**src/rtl/pulse_stretch_pkg.sv**
```systemverilog
// Shared definitions for the pulse stretcher and the button/debounce layer:
// FSM state encoding and the 100 MHz millisecond cycle count.
package pulse_stretch_pkg;

  typedef enum logic [1:0] {
    PS_IDLE = 2'b00,
    PS_ON   = 2'b01,
    PS_GAP  = 2'b10
  } ps_state_e;

  localparam int unsigned CYC_PER_MS = 100_000;

endpackage

```
**src/rtl/pulse_stretch_if.sv**
```systemverilog
// Event/level bundle between the debounced-button layer (master) and the
// pulse stretcher (slave).
interface pulse_stretch_if #(
  parameter int PEND_W = 4
);
  import pulse_stretch_pkg::*;

  logic              pulse_in;
  logic              level_out;
  logic              busy;
  logic [PEND_W-1:0] pending;
  logic              overflow;

  modport master (
    output pulse_in,
    input  level_out,
    input  busy,
    input  pending,
    input  overflow
  );

  modport slave (
    input  pulse_in,
    output level_out,
    output busy,
    output pending,
    output overflow
  );

endinterface

```
**src/rtl/pulse_stretch_sat_counter.sv**
```systemverilog
// Saturating up/down counter holding the number of queued events.
// Simultaneous inc and dec cancel; an inc at full scale is dropped and
// flagged for one cycle.
module sat_counter
  import pulse_stretch_pkg::*;
#(
  parameter int W = 4
) (
  input  logic         clk,
  input  logic         rst,
  input  logic         i_inc,
  input  logic         i_dec,
  output logic [W-1:0] o_count,
  output logic         o_overflow
);

  localparam logic [W-1:0] MAX = '1;

  logic [W-1:0] r_count;
  logic         r_overflow;

  // Count update with saturation at both ends and registered overflow flag.
  always_ff @(posedge clk) begin
    if (rst) begin
      r_count    <= '0;
      r_overflow <= 1'b0;
    end else begin
      r_overflow <= 1'b0;
      if (i_inc && !i_dec) begin
        if (r_count == MAX) r_overflow <= 1'b1;
        else                r_count    <= r_count + W'(1);
      end else if (i_dec && !i_inc && (r_count != '0)) begin
        r_count <= r_count - W'(1);
      end
    end
  end

  assign o_count    = r_count;
  assign o_overflow = r_overflow;

endmodule

```
**src/rtl/pulse_stretch.sv**
```systemverilog
// Pulse stretcher: turns single-cycle events into ON_CYCLES-long high levels
// followed by a GAP_CYCLES low gap. Events arriving while busy are queued
// when PULSE_STRETCH_QUEUE_EN is defined; otherwise they are dropped and
// reported on overflow.
//
// state   | meaning
// --------+--------------------------------------------------------
// PS_IDLE | output low, waiting for an event
// PS_ON   | output high, timer counts to ON_CYCLES-1
// PS_GAP  | forced low gap, timer counts to GAP_CYCLES-1, then replay/idle
module pulse_stretch
  import pulse_stretch_pkg::*;
#(
  parameter int          CNT_W      = 24,
  parameter int unsigned ON_CYCLES  = 10_000_000,
  parameter int unsigned GAP_CYCLES = 5_000_000,
  parameter int          PEND_W     = 4
) (
  input  logic           clk,
  input  logic           rst,
  pulse_stretch_if.slave bus
);

  if (ON_CYCLES == 0 || longint'(ON_CYCLES) >= (longint'(1) << CNT_W)) begin : g_bad_on
    $error("ON_CYCLES must be >= 1 and fit in CNT_W bits");
  end
  if (GAP_CYCLES == 0 || longint'(GAP_CYCLES) >= (longint'(1) << CNT_W)) begin : g_bad_gap
    $error("GAP_CYCLES must be >= 1 and fit in CNT_W bits");
  end

  localparam logic [CNT_W-1:0] ON_LAST  = CNT_W'(ON_CYCLES - 1);
  localparam logic [CNT_W-1:0] GAP_LAST = CNT_W'(GAP_CYCLES - 1);

  ps_state_e        r_state;
  logic [CNT_W-1:0] r_timer;
  logic             r_level;
  logic             r_busy;

  logic              w_on_done;
  logic              w_gap_done;
  logic              w_has_pend;
  logic              w_restart;
  logic              w_evt_queued;
  logic [PEND_W-1:0] w_pending;
  logic              w_overflow;

  assign w_on_done  = (r_state == PS_ON)  && (r_timer == ON_LAST);
  assign w_gap_done = (r_state == PS_GAP) && (r_timer == GAP_LAST);
  assign w_has_pend = (w_pending != '0);
  assign w_restart  = w_gap_done && (w_has_pend || bus.pulse_in);
  // A pulse on the gap's last cycle with nothing queued is consumed directly.
  assign w_evt_queued = bus.pulse_in && (r_state != PS_IDLE) &&
                        !(w_gap_done && !w_has_pend);

`ifdef PULSE_STRETCH_QUEUE_EN
  sat_counter #(.W(PEND_W)) u_pend (
    .clk        (clk),
    .rst        (rst),
    .i_inc      (w_evt_queued),
    .i_dec      (w_gap_done && w_has_pend),
    .o_count    (w_pending),
    .o_overflow (w_overflow)
  );
`else
  logic r_drop;

  assign w_pending = '0;

  // Without a queue every busy-time event is dropped and flagged.
  always_ff @(posedge clk) begin
    if (rst) r_drop <= 1'b0;
    else     r_drop <= w_evt_queued;
  end

  assign w_overflow = r_drop;
`endif

  // Phase sequencing; level and busy are registered alongside the state.
  always_ff @(posedge clk) begin
    if (rst) begin
      r_state <= PS_IDLE;
      r_timer <= '0;
      r_level <= 1'b0;
      r_busy  <= 1'b0;
    end else begin
      case (r_state)
        PS_IDLE: begin
          if (bus.pulse_in) begin
            r_state <= PS_ON;
            r_timer <= '0;
            r_level <= 1'b1;
            r_busy  <= 1'b1;
          end
        end
        PS_ON: begin
          if (w_on_done) begin
            r_state <= PS_GAP;
            r_timer <= '0;
            r_level <= 1'b0;
          end else begin
            r_timer <= r_timer + CNT_W'(1);
          end
        end
        PS_GAP: begin
          if (w_gap_done) begin
            r_timer <= '0;
            if (w_restart) begin
              r_state <= PS_ON;
              r_level <= 1'b1;
            end else begin
              r_state <= PS_IDLE;
              r_busy  <= 1'b0;
            end
          end else begin
            r_timer <= r_timer + CNT_W'(1);
          end
        end
        default: begin
          r_state <= PS_IDLE;
          r_timer <= '0;
          r_level <= 1'b0;
          r_busy  <= 1'b0;
        end
      endcase
    end
  end

  assign bus.level_out = r_level;
  assign bus.busy      = r_busy;
  assign bus.pending   = w_pending;
  assign bus.overflow  = w_overflow;

endmodule

```
**src/flat_wrapper.sv**
```systemverilog
// flat-port wrapper written by rule: the top's interface ports become plain ports
module pulse_stretch_flat import pulse_stretch_pkg::*;
#(
  parameter int          CNT_W      = 24,
  parameter int unsigned ON_CYCLES  = 10_000_000,
  parameter int unsigned GAP_CYCLES = 5_000_000,
  parameter int          PEND_W     = 4
)
  (clk, rst, bus_pulse_in, bus_level_out, bus_busy, bus_pending, bus_overflow);
  pulse_stretch_if #(.PEND_W(PEND_W)) bus_i ();
  input  logic clk;
  input  logic rst;
  input wire logic [$bits(bus_i.pulse_in)-1:0] bus_pulse_in;
  output wire logic [$bits(bus_i.level_out)-1:0] bus_level_out;
  output wire logic [$bits(bus_i.busy)-1:0] bus_busy;
  output wire logic [$bits(bus_i.pending)-1:0] bus_pending;
  output wire logic [$bits(bus_i.overflow)-1:0] bus_overflow;
  assign bus_i.pulse_in = bus_pulse_in;
  assign bus_level_out = bus_i.level_out;
  assign bus_busy = bus_i.busy;
  assign bus_pending = bus_i.pending;
  assign bus_overflow = bus_i.overflow;
  pulse_stretch #(.CNT_W(CNT_W), .ON_CYCLES(ON_CYCLES), .GAP_CYCLES(GAP_CYCLES), .PEND_W(PEND_W)) u_core (.clk(clk), .rst(rst), .bus(bus_i));
endmodule
```
**config.mk**
```make
export PLATFORM = sky130hd
export DESIGN_NAME = pulse_stretch_flat
export DESIGN_NICKNAME = d
export VERILOG_FILES = /design/src/rtl/pulse_stretch_pkg.sv /design/src/rtl/pulse_stretch_if.sv /design/src/rtl/pulse_stretch_sat_counter.sv /design/src/rtl/pulse_stretch.sv /design/src/flat_wrapper.sv
export SDC_FILE = /design/constraint.sdc
export NUM_CORES = 1
export LEC_CHECK = 0
export CORE_UTILIZATION = 50
export DETAILED_ROUTE_END_ITERATION = 6
export PLACE_DENSITY = 0.7
export SYNTH_ARGS = -nofsm -noshare
export SYNTH_HDL_FRONTEND = slang
export SYNTH_SLANG_ARGS = --single-unit
```
**constraint.sdc**
```tcl
create_clock -name clk -period 2.3 [get_ports clk]
set_input_delay 0.46 -clock clk [delete_from_list [all_inputs] [get_ports clk]]
set_output_delay 0.46 -clock clk [all_outputs]
set_load 0.005 [all_outputs]
```
* Yosys cells after proc, flatten, opt, wreduce, memory -nomap -nowiden
Index checks and enable logic that the tools add are counted.
Operators by class: equal/unequal tests 9, mux-type cells 17, add/sub/neg operators 1, bitwise logic cells 1, reduce and logical (&&, ||, !) cells 11
Operators by type and width (count):
- $mux W24 | 3
- $pmux W24 S3 | 1
- $add A24 B1 Y24 const B | 1
- $eq A24 B23 Y1 const B | 1
- $eq A24 B24 Y1 const B | 1
- $reduce_and A4 Y1 | 2
- $mux W1 | 7
- $mux W2 | 3
- $ne A2 B1 Y1 const B | 3
- $pmux W1 S3 | 2
- $pmux W2 S3 | 1
- $logic_and A1 B1 Y1 | 5
- $ne A2 B2 Y1 const B | 2
- $reduce_and A3 Y1 | 1
- $eq A2 B1 Y1 const B | 1
- $eq A2 B2 Y1 const B | 1
- $logic_not A2 Y1 | 1
- $reduce_bool A2 Y1 | 1
- $logic_not A1 Y1 | 1
- $not A1 Y1 | 1
Word-level totals: word-level logic and storage cells 44, output and inout port bits 7, bits in registers 29

* Logic depth before layout (Yosys ltp)
Gate-level depths: netlist of run 1.
depth in word-level cells 6, mapped depth 8, depth with buffers taken out 7

* Worst setup path before layout of run 1
OpenSTA, ideal clock, no wires.
path type reg-to-reg, start point register u_core.r_timer[0], end point register u_core.r_timer[17], slack 0.325 ns, setup time 0.134 ns, buffers on the path 2, cell stages (with the launch flop) 9, arrival 1.841 ns, period minus slack after synthesis 1.975 ns, cell sequence dfxtp_1 > ha_1 > and4_1 > nand2_2 > o31a_1 > buf_6 > clkbuf_1 > o2111ai_1 > o211ai_1
Between the ends: word-level cells in the longest chain between the ends 4, elaborated cells between the ends (all ways) 8
Ends and longest elaborated chain:
- from (decl) | line pulse_stretch.sv:35 | logic [CNT_W-1:0] r_timer;
- from (signal assigned) | line pulse_stretch.sv:101 | r_timer <= r_timer + CNT_W'(1);
- from (signal assigned) | line pulse_stretch.sv:115 | r_timer <= r_timer + CNT_W'(1);
- parallel branches: the longest is 3 deep, another holds $add A24 B1 Y24
- $pmux W24 S3 (*) | line pulse_stretch.sv:86 | case (r_state)
Every way passes the cells marked *. A chain may end at the register's enable or synchronous reset.

* Worst setup path in the final report of run 1
start point register u_core.r_timer[0], end point register u_core.r_timer[20]
The elaborated chain is that of the path after synthesis.

==> results of run 1 <==
-- synthesized netlist by cell type (all sizes together) (3+ instances only) --
library cell  instances  area (sq um)
clkbuf                7         26.28
o211ai               14         105.1
o21ai                 8         40.03
nand4                 5         31.28
or2                   3         18.77
nor3                  9         50.05
o2111ai              10         87.58
inv                  12         45.04
or3                   3         23.77
dfxtp                29         580.6
ha                    5         62.56
o21a                  3         22.52
o221ai                7         61.31
and4                  5         43.79
nor2                 15         56.30
nor2b                 3         18.77
and2                  3         18.77
o31a                  3         26.28
buf                  11         72.57
a22oi                 4         30.03
nor4                  5         43.79
nand2                41         158.9
nand3                14         70.07
-- worst max-delay path by stage --
| stage | start | to | slack [ns] | cells after the start |
|---|---|---|---|---|
| floorplan | u_core.r_timer[0] | u_core.r_timer[17] | 0.32 | 8 |
| detailed placement | u_core.r_timer[0] | u_core.r_timer[12] | 0.15 | 7 |
| finish | u_core.r_timer[0] | u_core.r_timer[20] | 0.17 | 7 |
| global route | u_core.r_timer[0] | u_core.r_timer[21] | 0.04 | 7 |
| CTS | u_core.r_timer[0] | u_core.r_timer[12] | 0.13 | 7 |
| global placement | u_core.r_timer[0] | u_core.r_timer[12] | 0.18 | 7 |
-- cell families after synthesis --
family                     after synthesis  share of synthesized area (%)
adders and majority gates                5                          3.298
other                                    1                         0.1977
and+or+nand+nor                        118                          33.58
muxes                                    1                         0.5277
xor gates and xnor gates                 2                         0.9237
DFF                                     29                          30.61
buffers and inverters                   30                          7.586
AOI/OAI and AO/OA                       57                          23.28
-- cell type report --
cell class,count,share of cell area (%)
Clock inverter,1,1.375
Sequential cell,29,26.57
Multi-Input combinational cell,187,54.24
Inverter,12,2.062
Tap cell,48,2.749
Timing Repair Buffer,23,9.049
Clock buffer,7,3.952
-- routing by layer --
layer,up-vias,global-route usage (%),wire length [um]
li1,929,-,-
met1,795,32.71,2168
met2,33,36.30,1937
met3,7,4.891,136
met4,0,10.23,73
met5,-,0,0
-- worst reg2reg max path, delay by kind of cell, from the launching register on --
kind	cells	cell delay, ns
simple gates	2	0.40
flops	1	0.39
compound gates	3	0.84
buf+inv	1	0.19
fa+ha+maj	1	0.18
-- per-stage QoR --
stage	hold WS, ns	utilization [%]	cell area, sq um
2_1_floorplan	0.4596	-	1908
3_3_place_gp	0.4721	56.46	2067
3_5_place_dp	0.4680	56.46	2067
4_1_cts	0.4816	59.64	2183
5_1_grt	0.5134	59.67	2185
6_report	0.4768	59.67	2185
-- sequential cells by signal, summed over array words and instances, names as in the netlist --
name	count
u_core.bus.overflow	1
u_core.r_state	2
u_core.r_timer	24
u_core.bus.busy	1
u_core.bus.level_out	1
-- power by group through the flow --
stage,clock [mW],combinational [mW],sequential [mW]
3_5_place_dp,0,0.579,0.577
3_3_place_gp,0,0.582,0.578
4_1_cts,0.561,0.581,0.566
5_1_grt,0.583,0.645,0.570
2_1_floorplan,0,0.395,0.575
6_report,0.549,0.580,0.565
-- timing repair --
| action | 4_1_cts | 5_1_grt |
|---|---|---|
| gates resized for setup | 0 | 1 |
| setup buffers | 0 | 0 |
| setup endpoints to repair | 0 | 1 |
| endpoints found under the hold margin | 0 | 0 |
==> flow_summary.ini, run 1 <==
[cts]
worst_setup_hold_path_clk_slew_ns = 0.06
cts_tree = done
cts_sinks = 29
htree_levels = 2
cts.path.max_buffers = 2
clock_latency_ns = 0.28
cts_root_buf = clkbuf_8
cts_buffers = 5
cts_hold_buf = 0

[setup_path]
startpoint_type = flop
cp_num_buf_inv = 1
worstPathCellList = ha_1 > and4_1 > nand2_2 > o31a_1 > o21ai_1 > buf_4 > o211ai_1
reg2reg_depth = 7
cp_data_required_time_ns = 2.46
crit_fanout = 11
reg2reg_from = u_core.r_timer[0]
cp_top_family = compound AO/OA/AOI/OAI gates
reg2reg_slack_ns = 0.17
end_kind = flop
arrival_ns = 2.29
crit_slowest_cell = o31a_1
r2r_end = u_core.r_timer[20]
slowest_delay_ns = 0.47
critPathKind = reg2reg

[power]
powerDensity_nw_per_um2 = 775.6
leakage_nw = 0.7626
power.switching_uw = 562.2
seqPwrFrac_pct = 33.4
p_int_mw = 1.132
clock_power_share_pct = 32.4
fin_total_pwr_mw = 1.694
sw_frac_of_total_pct = 33.18
p_comb_share_pct = 34.2
ir_drop_mv = 0.3082

[logic_synthesis]
yosysSeqAreaShare_pct = 30.61
async_flop_share_pct = 0
syn_avg_cell_area_sq_um = 7.806
netlist_area_sq_um = 1897
synth-warning-count = 0
synth_edf_count = 0
synth-seq-cells = 29
netlist_instances = 243
synth.distinct_cells = 51
ys.flop_type = dfxtp_1

[grt]
grt_use_total_pct = 24.01
grt_pass1_wl_mm = 7.583
antenna_found_initial = 0
grt_max_degree = 24
overflow = 0
grt_pass1_vias = 1615

[detailed_routing]
wl_per_cell_um = 14.05
drt_iter0_markers = 137
drc = 0
first_pass_iters = 4
ant_nets = 0
vias = 1764
via_per_inst = 5.746
routed_wl_mm = 4.314

[sta]
min_period_ns = 2.134
setup_slack_ns = 0.1665
finalSetupTns_ns = 0
max_clock_freq_mhz = 468.7
setup_viol = 0
maxSlewViolCount = 0
fin_crit_sh_pct = 92.76
skew_ns = 0.006219
rsz0062_at_grt = false
hold_viol = 0

[final_layout]
antennaDiodeCount = 0
layout.nets = 266
seqCellArea_sq_um = 580.6
stdcell_count = 307
area_growth_pct = 15.17
mostFrequentLayoutCells = 39 x nand2_1, 29 x dfxtp_1, 17 x buf_4
num-fill-cells = 326
final_common_cell = nand2_1
multi_input_area_sq_um = 1185
post_route_cells_drive_above_1_share_pct = 13.13

[die]
core_sq_um = 3661
io-pin-count = 10
rows = 22
initial_utilization_pct = 51.81
die_x_um = 63.59
die_h_um = 63.59
die_area_sq_um = 4044

[place]
dp_hpwl_mm = 3.036
dp_slack_ns = 0.1493
dpl.cell_count = 299
place.gp.congestion = 0.8370
portBuffers = 5

[run_status]
status = finished, final reports clean

[min_path]
whs_endpoint = u_core.bus.level_out
hold_class = reg2reg
min_from = u_core.bus.level_out
min_path_cells = 1

[flow_run]
cap_violations = 0
Power figures use the tool's default switching activity.
==> run 2: changes to the inputs <==
--- a/config.mk
+++ b/config.mk
@@ -5,6 +5,7 @@
 export SDC_FILE = /design/constraint.sdc
 export NUM_CORES = 1
 export LEC_CHECK = 0
+export CORE_MARGIN = 3
 export CORE_UTILIZATION = 50
 export DETAILED_ROUTE_END_ITERATION = 6
 export PLACE_DENSITY = 0.7
==> run 2 against run 1 <==
First-iteration DRC count decreased by 5.1%. Largest power group is now sequential cells. Clock power is 21% lower. Sequential cell count unchanged.
==> flow_summary.ini, run 2 (synthesis gave the netlist of run 1 again) <==
[run_status]
status = finished, final reports clean

[grt]
grt_pass1_wl_mm = 7.569
grt_pass1_vias = 1615
overflow = 0
antenna_found_initial = 0
grt_use_total_pct = 21.58
grt_max_degree = 24

[place]
dpl.cell_count = 292
portBuffers = 5
dp_hpwl_mm = 3.079
dpl-instance-area_sq_um = 2014
dp_slack_ns = 0.1097
place.gp.congestion = 0.8255

[cts]
cts_buffers = 5
cts_root_buf = clkbuf_8
clock_latency_ns = 0.29
cts_hold_buf = 0
htree_levels = 2
cts_sinks = 29
cts.path.max_buffers = 2
cts_tree = done
cts_resized = 0
worst_setup_hold_path_clk_slew_ns = 0.06
post_cts_buffers = 0

[detailed_routing]
wl_per_cell_um = 14.70
drc = 0
via_per_inst = 6.104
first_pass_iters = 5
vias = 1825
routed_wl_mm = 4.394
drt_iter0_markers = 130
ant_nets = 0

[power]
ir_drop_mv = 0.3251
leakage_nw = 0.7154
powerDensity_nw_per_um2 = 743.0
fin_total_pwr_mw = 1.565

[final_layout]
final_cell_area_sq_um = 2106
stdcell_count = 299
area_growth_pct = 11.02
num-fill-cells = 312
seqCellArea_sq_um = 580.6
final_common_cell = nand2_1
largest_register_ffs = 24
multi_input_area_sq_um = 1189
top_regs = u_core.r_timer x24, u_core.r_state x2
antennaDiodeCount = 0
post_route_cells_drive_above_1_share_pct = 11.86
regMostFlops = u_core.r_timer
mostFrequentLayoutCells = 39 x nand2_1, 29 x dfxtp_1, 15 x nor2_1
layout.nets = 261

[setup_path]
slowest_delay_ns = 0.45
arrival_ns = 2.29
cp_data_required_time_ns = 2.46
crit_slowest_cell = o31a_2
worstPathCellList = ha_2 > and4_2 > nand2_2 > o31a_2 > o21ai_1 > buf_4 > o211ai_1
critPathKind = reg2reg
crit_fanout = 10
end_kind = flop
startpoint_type = flop

[sta]
maxSlewViolCount = 0
hold_viol = 0
setup_viol = 0
rsz0062_at_grt = false
skew_ns = 0.005720
finalSetupTns_ns = 0
min_period_ns = 2.129
fin_crit_sh_pct = 92.55
tightest_slew_ns = 0.5572
slew-limit-headroom_pct = 62.55
setup_slack_ns = 0.1714
max_clock_freq_mhz = 469.8

[die]
rows = 21
io-pin-count = 10
die_h_um = 67.59
initial_utilization_pct = 54.28
core_sq_um = 3495
die_x_um = 67.59
die_area_sq_um = 4568

[flow_run]
cap_violations = 0

[min_path]
hold_class = reg2reg
-- run 2: layout make-up --
type                            count  share of cell area, %
Multi-Input combinational cell    187                  56.45
Timing Repair Buffer               18                  7.011
Tap cell                           46                  2.733
Sequential cell                    29                  27.57
Clock buffer                        7                  4.100
Inverter                           12                  2.139
-- run 2: metrics by stage --
step / utilization (%) / hold slack, ns
6_report: 60.26 / 0.4867
5_1_grt: 60.26 / 0.5174
4_1_cts: 60.11 / 0.4904
3_5_place_dp: 57.64 / 0.4752
3_3_place_gp: 57.64 / 0.4660
2_1_floorplan: - / 0.4596
-- run 2: report_power, final --
| part | leakage [nW] | switching (mW) | internal [mW] |
|---|---|---|---|
| logic | 0.437 | 0.342 | 0.224 |
| registers | 0.235 | 0.0262 | 0.540 |
| clock network | 0.0443 | 0.196 | 0.237 |
-- run 2: critical path: cells and delay by family, from the launching register on --
family / cells / cell delay [ns]
AOI/OAI and AO/OA: 3 / 0.78
adders and majority gates: 1 / 0.24
buffers and inverters: 1 / 0.20
DFF: 1 / 0.39
and+or+nand+nor: 2 / 0.39
-- run 2: metal layers --
layer	vias to the layer above	part of all wire (%)	track usage (%)
li1	922	-	-
met1	847	49	29.03
met2	49	45	32.44
met3	7	5.0	4.659
met4	0	1.7	10.38
met5	-	0	0
-- run 2: final timing paths --
kind	startpoint	endpoint	slack [ns]	cells after the start
setup / recovery	u_core.r_timer[0]	u_core.r_timer[8]	0.17	7
hold / removal	u_core.bus.level_out	u_core.bus.level_out	0.49	1
setup reg to reg	u_core.r_timer[0]	u_core.r_timer[8]	0.17	7
hold reg to reg	u_core.bus.level_out	u_core.bus.level_out	0.49	1
